### config.mk
export PLATFORM = sky130hd
export DESIGN_NAME = id_ex_register_flat
export DESIGN_NICKNAME = d
export VERILOG_FILES = /design/src/rtl/id_ex_register_if.sv /design/src/rtl/id_ex_register.sv /design/src/flat_wrapper.sv
export SDC_FILE = /design/constraint.sdc
export NUM_CORES = 1
export LEC_CHECK = 0
export CORE_AREA = 2 2 158 160
export CTS_CLUSTER_DIAMETER = 60
export CTS_CLUSTER_SIZE = 10
export DETAILED_ROUTE_END_ITERATION = 10
export DIE_AREA = 0 0 160 162
export PLACE_DENSITY = 0.66
export SYNTH_ARGS = -nofsm -noshare
export SYNTH_HDL_FRONTEND = slang
export SYNTH_SLANG_ARGS = --single-unit
### constraint.sdc
create_clock -name clk -period 2.85 [get_ports clk]
set_input_delay 0.7125 -clock clk [delete_from_list [all_inputs] [get_ports clk]]
set_output_delay 0.7125 -clock clk [all_outputs]
set_load 0.01 [all_outputs]
### src/rtl/id_ex_register_if.sv
// rtl/id_ex_register_if.sv - shared ID/EX control encodings and the D/E-side bus interface

package id_ex_pkg;

  // Second ALU operand select
  typedef enum logic [1:0] {
    ALU_SRC_B_REG = 2'd0,
    ALU_SRC_B_IMM = 2'd1,
    ALU_SRC_B_PC  = 2'd2
  } alu_src_b_t;

  // Writeback result select
  typedef enum logic [1:0] {
    RESULT_SRC_ALU  = 2'd0,
    RESULT_SRC_MEM  = 2'd1,
    RESULT_SRC_PC4  = 2'd2,
    RESULT_SRC_IMM  = 2'd3
  } result_src_t;

endpackage

interface id_ex_register_if;

  // Pipeline control
  logic                    stall_e;
  logic                    flush_e;
  logic                    valid_d;

  // Decode-side inputs
  logic                    RegWriteD;
  logic                    MemWriteD;
  logic                    BranchD;
  logic                    JumpD;
  id_ex_pkg::alu_src_b_t   ALUSrcD;
  id_ex_pkg::result_src_t  ResultSrcD;
  logic [2:0]              ALUOpD;
  logic [2:0]              funct3D;
  logic                    funct7b5D;
  logic [31:0]             RD1D;
  logic [31:0]             RD2D;
  logic [31:0]             PCD;
  logic [31:0]             PCPlus4D;
  logic [31:0]             ImmExtD;
  logic [4:0]              Rs1D;
  logic [4:0]              Rs2D;
  logic [4:0]              RdD;

  // Execute-side outputs
  logic                    RegWriteE;
  logic                    MemWriteE;
  logic                    BranchE;
  logic                    JumpE;
  id_ex_pkg::alu_src_b_t   ALUSrcE;
  id_ex_pkg::result_src_t  ResultSrcE;
  logic [2:0]              ALUOpE;
  logic [2:0]              funct3E;
  logic                    funct7b5E;
  logic [31:0]             RD1E;
  logic [31:0]             RD2E;
  logic [31:0]             PCE;
  logic [31:0]             PCPlus4E;
  logic [31:0]             ImmExtE;
  logic [4:0]              Rs1E;
  logic [4:0]              Rs2E;
  logic [4:0]              RdE;
  logic                    valid_e;
  logic [15:0]             bubble_count;

  // Decode stage / hazard unit side
  modport master (
    output stall_e, flush_e, valid_d,
    output RegWriteD, MemWriteD, BranchD, JumpD, ALUSrcD, ResultSrcD, ALUOpD,
    output funct3D, funct7b5D, RD1D, RD2D, PCD, PCPlus4D, ImmExtD, Rs1D, Rs2D, RdD,
    input  RegWriteE, MemWriteE, BranchE, JumpE, ALUSrcE, ResultSrcE, ALUOpE,
    input  funct3E, funct7b5E, RD1E, RD2E, PCE, PCPlus4E, ImmExtE, Rs1E, Rs2E, RdE,
    input  valid_e, bubble_count
  );

  // Pipeline register side
  modport slave (
    input  stall_e, flush_e, valid_d,
    input  RegWriteD, MemWriteD, BranchD, JumpD, ALUSrcD, ResultSrcD, ALUOpD,
    input  funct3D, funct7b5D, RD1D, RD2D, PCD, PCPlus4D, ImmExtD, Rs1D, Rs2D, RdD,
    output RegWriteE, MemWriteE, BranchE, JumpE, ALUSrcE, ResultSrcE, ALUOpE,
    output funct3E, funct7b5E, RD1E, RD2E, PCE, PCPlus4E, ImmExtE, Rs1E, Rs2E, RdE,
    output valid_e, bubble_count
  );

endinterface

### src/rtl/id_ex_register.sv
// rtl/id_ex_register.sv - ID/EX pipeline register with flush/stall priority and saturating bubble counter

module id_ex_register
  import id_ex_pkg::*;
(
  input  logic            clk,
  input  logic            reset,
  id_ex_register_if.slave bus
);

  localparam logic [15:0] CountMax = 16'hFFFF;

  // A bubble enters E on flush (even while stalled) or when an unstalled D side has nothing valid.
  logic insertBubble;
  logic loadD;

  assign insertBubble = bus.flush_e | (~bus.stall_e & ~bus.valid_d);
  assign loadD        = ~bus.flush_e & ~bus.stall_e & bus.valid_d;

  // E-side state: bubble clears to constants so D-side garbage never leaks; stall holds everything.
  always_ff @(posedge clk or negedge reset) begin
    if (!reset) begin
      bus.valid_e    <= 1'b0;
      bus.RegWriteE  <= 1'b0;
      bus.MemWriteE  <= 1'b0;
      bus.BranchE    <= 1'b0;
      bus.JumpE      <= 1'b0;
      bus.ALUSrcE    <= ALU_SRC_B_REG;
      bus.ResultSrcE <= RESULT_SRC_ALU;
      bus.ALUOpE     <= 3'd0;
      bus.funct3E    <= 3'd0;
      bus.funct7b5E  <= 1'b0;
      bus.RD1E       <= 32'd0;
      bus.RD2E       <= 32'd0;
      bus.PCE        <= 32'd0;
      bus.PCPlus4E   <= 32'd0;
      bus.ImmExtE    <= 32'd0;
      bus.Rs1E       <= 5'd0;
      bus.Rs2E       <= 5'd0;
      bus.RdE        <= 5'd0;
    end else if (insertBubble) begin
      bus.valid_e    <= 1'b0;
      bus.RegWriteE  <= 1'b0;
      bus.MemWriteE  <= 1'b0;
      bus.BranchE    <= 1'b0;
      bus.JumpE      <= 1'b0;
      bus.ALUSrcE    <= ALU_SRC_B_REG;
      bus.ResultSrcE <= RESULT_SRC_ALU;
      bus.ALUOpE     <= 3'd0;
      bus.funct3E    <= 3'd0;
      bus.funct7b5E  <= 1'b0;
      bus.RD1E       <= 32'd0;
      bus.RD2E       <= 32'd0;
      bus.PCE        <= 32'd0;
      bus.PCPlus4E   <= 32'd0;
      bus.ImmExtE    <= 32'd0;
      bus.Rs1E       <= 5'd0;
      bus.Rs2E       <= 5'd0;
      bus.RdE        <= 5'd0;
    end else if (loadD) begin
      bus.valid_e    <= 1'b1;
      bus.RegWriteE  <= bus.RegWriteD;
      bus.MemWriteE  <= bus.MemWriteD;
      bus.BranchE    <= bus.BranchD;
      bus.JumpE      <= bus.JumpD;
      bus.ALUSrcE    <= bus.ALUSrcD;
      bus.ResultSrcE <= bus.ResultSrcD;
      bus.ALUOpE     <= bus.ALUOpD;
      bus.funct3E    <= bus.funct3D;
      bus.funct7b5E  <= bus.funct7b5D;
      bus.RD1E       <= bus.RD1D;
      bus.RD2E       <= bus.RD2D;
      bus.PCE        <= bus.PCD;
      bus.PCPlus4E   <= bus.PCPlus4D;
      bus.ImmExtE    <= bus.ImmExtD;
      bus.Rs1E       <= bus.Rs1D;
      bus.Rs2E       <= bus.Rs2D;
      bus.RdE        <= bus.RdD;
    end
  end

  // Bubble counter: one per bubble edge, pinned at all-ones instead of wrapping; reset is not a bubble.
  always_ff @(posedge clk or negedge reset) begin
    if (!reset) begin
      bus.bubble_count <= 16'd0;
    end else if (insertBubble && (bus.bubble_count != CountMax)) begin
      bus.bubble_count <= bus.bubble_count + 16'd1;
    end
  end

endmodule
### src/flat_wrapper.sv
// flat-port wrapper written by rule: the top's interface ports become plain ports
module id_ex_register_flat import id_ex_pkg::*;
  (clk, reset, bus_stall_e, bus_flush_e, bus_valid_d, bus_RegWriteD, bus_MemWriteD, bus_BranchD, bus_JumpD, bus_ALUSrcD, bus_ResultSrcD, bus_ALUOpD, bus_funct3D, bus_funct7b5D, bus_RD1D, bus_RD2D, bus_PCD, bus_PCPlus4D, bus_ImmExtD, bus_Rs1D, bus_Rs2D, bus_RdD, bus_RegWriteE, bus_MemWriteE, bus_BranchE, bus_JumpE, bus_ALUSrcE, bus_ResultSrcE, bus_ALUOpE, bus_funct3E, bus_funct7b5E, bus_RD1E, bus_RD2E, bus_PCE, bus_PCPlus4E, bus_ImmExtE, bus_Rs1E, bus_Rs2E, bus_RdE, bus_valid_e, bus_bubble_count);
  id_ex_register_if bus_i ();
  input  logic clk;
  input  logic reset;
  input wire logic [$bits(bus_i.stall_e)-1:0] bus_stall_e;
  input wire logic [$bits(bus_i.flush_e)-1:0] bus_flush_e;
  input wire logic [$bits(bus_i.valid_d)-1:0] bus_valid_d;
  input wire logic [$bits(bus_i.RegWriteD)-1:0] bus_RegWriteD;
  input wire logic [$bits(bus_i.MemWriteD)-1:0] bus_MemWriteD;
  input wire logic [$bits(bus_i.BranchD)-1:0] bus_BranchD;
  input wire logic [$bits(bus_i.JumpD)-1:0] bus_JumpD;
  input wire logic [$bits(bus_i.ALUSrcD)-1:0] bus_ALUSrcD;
  input wire logic [$bits(bus_i.ResultSrcD)-1:0] bus_ResultSrcD;
  input wire logic [$bits(bus_i.ALUOpD)-1:0] bus_ALUOpD;
  input wire logic [$bits(bus_i.funct3D)-1:0] bus_funct3D;
  input wire logic [$bits(bus_i.funct7b5D)-1:0] bus_funct7b5D;
  input wire logic [$bits(bus_i.RD1D)-1:0] bus_RD1D;
  input wire logic [$bits(bus_i.RD2D)-1:0] bus_RD2D;
  input wire logic [$bits(bus_i.PCD)-1:0] bus_PCD;
  input wire logic [$bits(bus_i.PCPlus4D)-1:0] bus_PCPlus4D;
  input wire logic [$bits(bus_i.ImmExtD)-1:0] bus_ImmExtD;
  input wire logic [$bits(bus_i.Rs1D)-1:0] bus_Rs1D;
  input wire logic [$bits(bus_i.Rs2D)-1:0] bus_Rs2D;
  input wire logic [$bits(bus_i.RdD)-1:0] bus_RdD;
  output wire logic [$bits(bus_i.RegWriteE)-1:0] bus_RegWriteE;
  output wire logic [$bits(bus_i.MemWriteE)-1:0] bus_MemWriteE;
  output wire logic [$bits(bus_i.BranchE)-1:0] bus_BranchE;
  output wire logic [$bits(bus_i.JumpE)-1:0] bus_JumpE;
  output wire logic [$bits(bus_i.ALUSrcE)-1:0] bus_ALUSrcE;
  output wire logic [$bits(bus_i.ResultSrcE)-1:0] bus_ResultSrcE;
  output wire logic [$bits(bus_i.ALUOpE)-1:0] bus_ALUOpE;
  output wire logic [$bits(bus_i.funct3E)-1:0] bus_funct3E;
  output wire logic [$bits(bus_i.funct7b5E)-1:0] bus_funct7b5E;
  output wire logic [$bits(bus_i.RD1E)-1:0] bus_RD1E;
  output wire logic [$bits(bus_i.RD2E)-1:0] bus_RD2E;
  output wire logic [$bits(bus_i.PCE)-1:0] bus_PCE;
  output wire logic [$bits(bus_i.PCPlus4E)-1:0] bus_PCPlus4E;
  output wire logic [$bits(bus_i.ImmExtE)-1:0] bus_ImmExtE;
  output wire logic [$bits(bus_i.Rs1E)-1:0] bus_Rs1E;
  output wire logic [$bits(bus_i.Rs2E)-1:0] bus_Rs2E;
  output wire logic [$bits(bus_i.RdE)-1:0] bus_RdE;
  output wire logic [$bits(bus_i.valid_e)-1:0] bus_valid_e;
  output wire logic [$bits(bus_i.bubble_count)-1:0] bus_bubble_count;
  assign bus_i.stall_e = bus_stall_e;
  assign bus_i.flush_e = bus_flush_e;
  assign bus_i.valid_d = bus_valid_d;
  assign bus_i.RegWriteD = bus_RegWriteD;
  assign bus_i.MemWriteD = bus_MemWriteD;
  assign bus_i.BranchD = bus_BranchD;
  assign bus_i.JumpD = bus_JumpD;
  assign bus_i.ALUSrcD = bus_ALUSrcD;
  assign bus_i.ResultSrcD = bus_ResultSrcD;
  assign bus_i.ALUOpD = bus_ALUOpD;
  assign bus_i.funct3D = bus_funct3D;
  assign bus_i.funct7b5D = bus_funct7b5D;
  assign bus_i.RD1D = bus_RD1D;
  assign bus_i.RD2D = bus_RD2D;
  assign bus_i.PCD = bus_PCD;
  assign bus_i.PCPlus4D = bus_PCPlus4D;
  assign bus_i.ImmExtD = bus_ImmExtD;
  assign bus_i.Rs1D = bus_Rs1D;
  assign bus_i.Rs2D = bus_Rs2D;
  assign bus_i.RdD = bus_RdD;
  assign bus_RegWriteE = bus_i.RegWriteE;
  assign bus_MemWriteE = bus_i.MemWriteE;
  assign bus_BranchE = bus_i.BranchE;
  assign bus_JumpE = bus_i.JumpE;
  assign bus_ALUSrcE = bus_i.ALUSrcE;
  assign bus_ResultSrcE = bus_i.ResultSrcE;
  assign bus_ALUOpE = bus_i.ALUOpE;
  assign bus_funct3E = bus_i.funct3E;
  assign bus_funct7b5E = bus_i.funct7b5E;
  assign bus_RD1E = bus_i.RD1E;
  assign bus_RD2E = bus_i.RD2E;
  assign bus_PCE = bus_i.PCE;
  assign bus_PCPlus4E = bus_i.PCPlus4E;
  assign bus_ImmExtE = bus_i.ImmExtE;
  assign bus_Rs1E = bus_i.Rs1E;
  assign bus_Rs2E = bus_i.Rs2E;
  assign bus_RdE = bus_i.RdE;
  assign bus_valid_e = bus_i.valid_e;
  assign bus_bubble_count = bus_i.bubble_count;
  id_ex_register u_core (.clk(clk), .reset(reset), .bus(bus_i));
endmodule
After elaboration in Yosys (flattened, before gate mapping)
Index checks and enable logic that the tools add are counted.
{"block": "word_totals", "elab_cells": 66, "reg_bits": 207, "in_bits": 195, "output_inout_bits": 207}
{"block": "op_classes", "n_reduce_logical": 2, "n_bitwise": 7, "addsub": 1, "eq_ne": 1, "muxes": 36}
{"operator": "2-to-1 mux 32 bit", "n": 10}
{"operator": "2-to-1 mux 5 bit", "n": 6}
{"operator": "adder 16 x 1 -> 16 bit (second input constant)", "n": 1}
{"operator": "!= test 16 bit (second input constant)", "n": 1}
{"operator": "2-to-1 mux 1 bit", "n": 12}
{"operator": "2-to-1 mux 3 bit", "n": 4}
{"operator": "2-to-1 mux 2 bit", "n": 4}
{"operator": "bitwise AND 1 bit", "n": 3}
{"operator": "NOT 1 bit", "n": 3}
{"operator": "nonzero test 2 bit", "n": 1}
{"operator": "logical AND 1 bit", "n": 1}
{"operator": "bitwise OR 1 bit", "n": 1}

Longest topological paths before layout
{"block": "logic_depth", "depth_word": 5, "mapped_depth": 5, "ltp_nobuf": 5}

Worst setup path before layout
Ideal clock, no wire load.
{"block": "synth_timing", "path_kind": "input-to-reg", "from": "in bus_flush_e", "to": "reg u_core.bus.ALUSrcE[0]", "required_time_ns": 2.785, "setup_slack_ns": 1.021, "setup_time_ns": 0.065, "stages": 5, "path_buffers": 2, "t_arrival_ns": 1.764, "cell_sequence": "o21bai_2 -> nor2_2 -> clkbuf_1 -> buf_2 -> a22o_1"}
{"block": "synth_between", "elab_chain_len": 4, "word_cells_on_any_way": 6, "classes_between": "mux: 1; bitwise: 4; reduce/logical: 1"}
{"element": "start: declaration", "line": "flat_wrapper.sv:8", "text": "input wire logic [$bits(bus_i.flush_e)-1:0] bus_flush_e;"}
{"element": "NOT 1 bit", "line": "id_ex_register.sv:18", "text": "assign loadD = ~bus.flush_e & ~bus.stall_e & bus.valid_d;"}
{"element": "bitwise AND 1 bit (2 in series)", "line": "id_ex_register.sv:18"}
{"element": "nonzero test 2 bit (no line)"}
{"element": "end signal: assignment", "line": "id_ex_register.sv:66", "text": "bus.ALUSrcE <= bus.ALUSrcD;"}
{"element": "end: declaration", "line": "id_ex_register_if.sv:84", "text": "output RegWriteE, MemWriteE, BranchE, JumpE, ALUSrcE, ResultSrcE, ALUOpE,"}
Parallel ways exist; a longest one is shown, timed or not.
A chain may end at the register's enable or synchronous reset.

Worst setup path in the final report
{"block": "layout_timing", "from": "reg u_core.bus.bubble_count[5]", "to": "out bus_bubble_count[5]"}
{"element": "start: declaration", "line": "id_ex_register_if.sv:86", "text": "output valid_e, bubble_count"}
{"element": "start signal: assignment", "line": "id_ex_register.sv:87", "text": "bus.bubble_count <= bus.bubble_count + 16'd1;"}
{"element": "end: declaration", "line": "flat_wrapper.sv:45", "text": "output wire logic [$bits(bus_i.bubble_count)-1:0] bus_bubble_count;"}
No word-level cell between the ends.

==> summary.md <==
| Metric | Value |
|---|---|
| Final hold violation count | `0` |
| Drt pass-1 iters | `7` |
| CP max stage delay | `0.61 ns` |
| Worst Tran Pin Value | `~0.64 ns` |
| Worst-path clk slew | `0.06 ns` |
| Synthesized area per cell | `15.05 µm²` |
| Arrival @ worst endpoint | `1.61 ns` |
| Crit-path cells | `clkdlybuf4s50_1` |
| NumNets Final | `approximately 1100` |
| Ranking of synthesized cells by area | `dfrtp_1, a22o_1, buf_2` |
| Final Cycle Share | `81.41%` |
| Initial antenna violation count | `0` |
| Post-Syn Area | `~7500 µm²` |
| DRT Wirelength | `23830 µm` |
| Rows | `57` |
| CP Max Fanout | `6` |
| Clk Latency, worst-skew pair | `roughly 0.5 ns` |
| Power density cells | `573.1 nW/µm²` |
| Unrepaired setup endpoints after global routing | `no` |
| Post-cts sizing count | `0` |
| Sink Count | `207` |
| Hold WC Path Type | `input port to asynchronous set/reset pin` |
| Starting utilization of the core area | `between 30% and 40%` |
| Post-synthesis sequential area ratio | `between 60 and 70%` |
| Port-buffer cells | `401` |
| CP endpoint kind | `output pin` |
| Clock skew | `0.003790 ns` |
| Yosys cell types | `32` |
| Share of cells above drive strength 1 | `5.797%` |
| Die area | `25920 µm²` |
| Setup Fix Bufs, Post-CTS | `0` |
| Root Driver | `clkbuf_16` |
| Ys Warns | `0` |
| Synth Flop Type | `dfrtp_1` |
| Setup CP Type | `flip-flop to output pin` |
| DR DRC count | `0` |
| Startpoint Class | `flip-flop` |
| Fmax | `431.0 MHz` |
| Hold WS | `0.2400 ns` |
| Layout overhead on the synthesized area | `68.16%` |
| Status | `completed` |
| Slew headroom | `57.24%` |
| Pleak | `0.005525 µW` |
| Post-synthesis cell count | `497` |
| DRT iter0 DRCs | `between 400 and 500` |
| Vias per cell | `4.919` |
| Flops & latches, synth | `a little over 200` |
| Worst EP required | `approximately 2.1 ns` |
| Max Cap Violations | `0` |
| Cell type with the largest total area after synthesis | `dfrtp_1` |
| Power Total | `~7000 µW` |
| Max VDD drop | `0.0003397 V` |
| Final Max Tran Viols | `0` |
| Number of global-route vias before repair | `6360` |
| Deepest clock path buffer count | `3` |
| Tmin final | `between 2 and 2.5 ns` |
| Core ar. | `24110 µm²` |
| Slowest CP cell | `clkdlybuf4s50_1` |
| Die Y | `162 µm` |
| Post-synth EDFFs | `0` |
| Count leader, synth | `dfrtp_1` |
| CTS Hold Bufs | `0` |
| GR Util All Layers | `17.90%` |
| ANT cells | `0` |
| Post-DP HPWL | `16740 µm` |
| Setup TNS | `0 ns` |
| Gpl congestion | `~0.78` |
| Post-synth top cells | `dfrtp_1, a22o_1, buf_2, clkbuf_1, xor2_1` |
| Vias | `between 6000 and 7000` |
| Horiz. Die Dim | `160 µm` |
| Buffers and inverters on the worst path | `1` |
| Largest net degree at the start of global routing | `83` |
| H-tree Lvls | `1` |
| TritonCTS Buffers | `25` |
| Antenna viol nets, final | `0` |
| Syn_nets | `693` |
| Family with the most delay on the worst path | `buffers and inverters` |
| Synth top area share | `69.23%` |
| Avg WL per Cell | `19.52 µm` |
| CTS tree | `done` |
| # IOs | `402` |
| First-pass GRT wire length | `roughly 37000 µm` |
| Ys async rst share | `100.0%` |
| Setup Viol. Count Final | `0` |
| Grt ovf | `0` |
==> cell type report <==
cell class | instances | area, µm²
Multi-Input combinational cell | 247 | 2123
Tap cell | 324 | 405.4
Clock buffer | 28 | 656.9
Sequential cell | 207 | 5180
Timing Repair Buffer | 412 | 4200
Fill cell | 2104 | 11520
Inverter | 2 | 7.507
Clock inverter | 1 | 8.758
==> per-layer routing <==
layer  global-route usage [%]  vias to the layer above  part of all wire, %
li1                         -                     2695                    -
met2                    30.13                      298                   48
met4                    4.914                        0                  2.3
met1                    22.56                     2970                   41
met3                    5.388                       43                  8.4
met5                        0                        -                    0
==> cell usage in the layout (no fill, tap or decap), drive strengths merged <==
master	synthesis	routed
or2	1	1
ha	1	1
xor2	12	12
buf	25	11
clkdlybuf4s50	0	400
nor3b	3	3
and3	2	2
nor3	6	6
clkbuf	16	29
xnor2	2	2
nor4b	2	2
nor2	7	7
nand4	4	4
or3	1	1
a22o	190	190
or3b	1	1
nand2b	1	1
mux2	1	1
a21oi	2	2
inv	2	3
nor4	3	3
nand3	5	5
o21bai	1	1
nand2	2	2
dfrtp	207	207
==> state kept, by name (all words and copies together) (netlist names) <==
signal / cells
u_core.bus.valid_e: 1
u_core.bus.RegWriteE: 1
u_core.bus.MemWriteE: 1
u_core.bus.RD2E: 32
u_core.bus.Rs2E: 5
u_core.bus.ALUSrcE: 2
u_core.bus.funct3E: 3
u_core.bus.PCE: 32
u_core.bus.ImmExtE: 32
u_core.bus.JumpE: 1
u_core.bus.RD1E: 32
u_core.bus.ResultSrcE: 2
u_core.bus.BranchE: 1
u_core.bus.bubble_count: 16
u_core.bus.funct7b5E: 1
u_core.bus.Rs1E: 5
u_core.bus.PCPlus4E: 32
u_core.bus.RdE: 5
u_core.bus.ALUOpE: 3
==> metrics by stage <==
| stage | area (µm²) | utilization [%] | std cells | setup slack, ns |
|---|---|---|---|---|
| finish | 12580 | 52.20 | 1221 | 0.5298 |
| global route | 12580 | 52.20 | 1221 | 0.4380 |
| CTS | 12580 | 52.20 | 1221 | 0.4760 |
| detailed placement | 11920 | 49.43 | 1192 | 0.2381 |
| global placement | 11920 | 49.43 | 1192 | 0.2872 |
| floorplan | 7482 | - | 497 | 1.021 |
==> logic make-up (layout without fill, tap and decap cells) <==
group	after synthesis	in the layout	synth area share (%)
AOI/OAI and AO/OA	193	193	22.53
xor gates and xnor gates	14	14	1.639
muxes	1	1	0.2006
DFF	207	207	69.23
adders and majority gates	1	1	0.1672
and+or+nand+nor	38	38	3.713
buffers and inverters	43	443	2.525
==> where the power goes <==
group / switching, µW / internal (µW)
Sequential: 171 / 3120
Clock: 1120 / 1600
Combinational: 473 / 726
==> final timing paths <==
kind / startpoint / to / slack (ns) / cells after the start
max: u_core.bus.bubble_count[5]$_DFFE_PN0P_ / bus_bubble_count[5] / 0.53 / 1
min: reset / u_core.bus.RD1E[20]$_DFFE_PN0P_ / 0.24 / 1
max reg2reg: u_core.bus.bubble_count[0]$_DFFE_PN0P_ / u_core.bus.bubble_count[1]$_DFFE_PN0P_ / 0.94 / 5
min reg2reg: u_core.bus.ImmExtE[2]$_DFFE_PN0P_ / u_core.bus.ImmExtE[2]$_DFFE_PN0P_ / 0.50 / 1
max in group asynchronous: reset / u_core.bus.BranchE$_DFFE_PN0P_ / 1.88 / 2
min in group clk: u_core.bus.ImmExtE[2]$_DFFE_PN0P_ / u_core.bus.ImmExtE[2]$_DFFE_PN0P_ / 0.50 / 1
(Power assumes the default switching activity.)
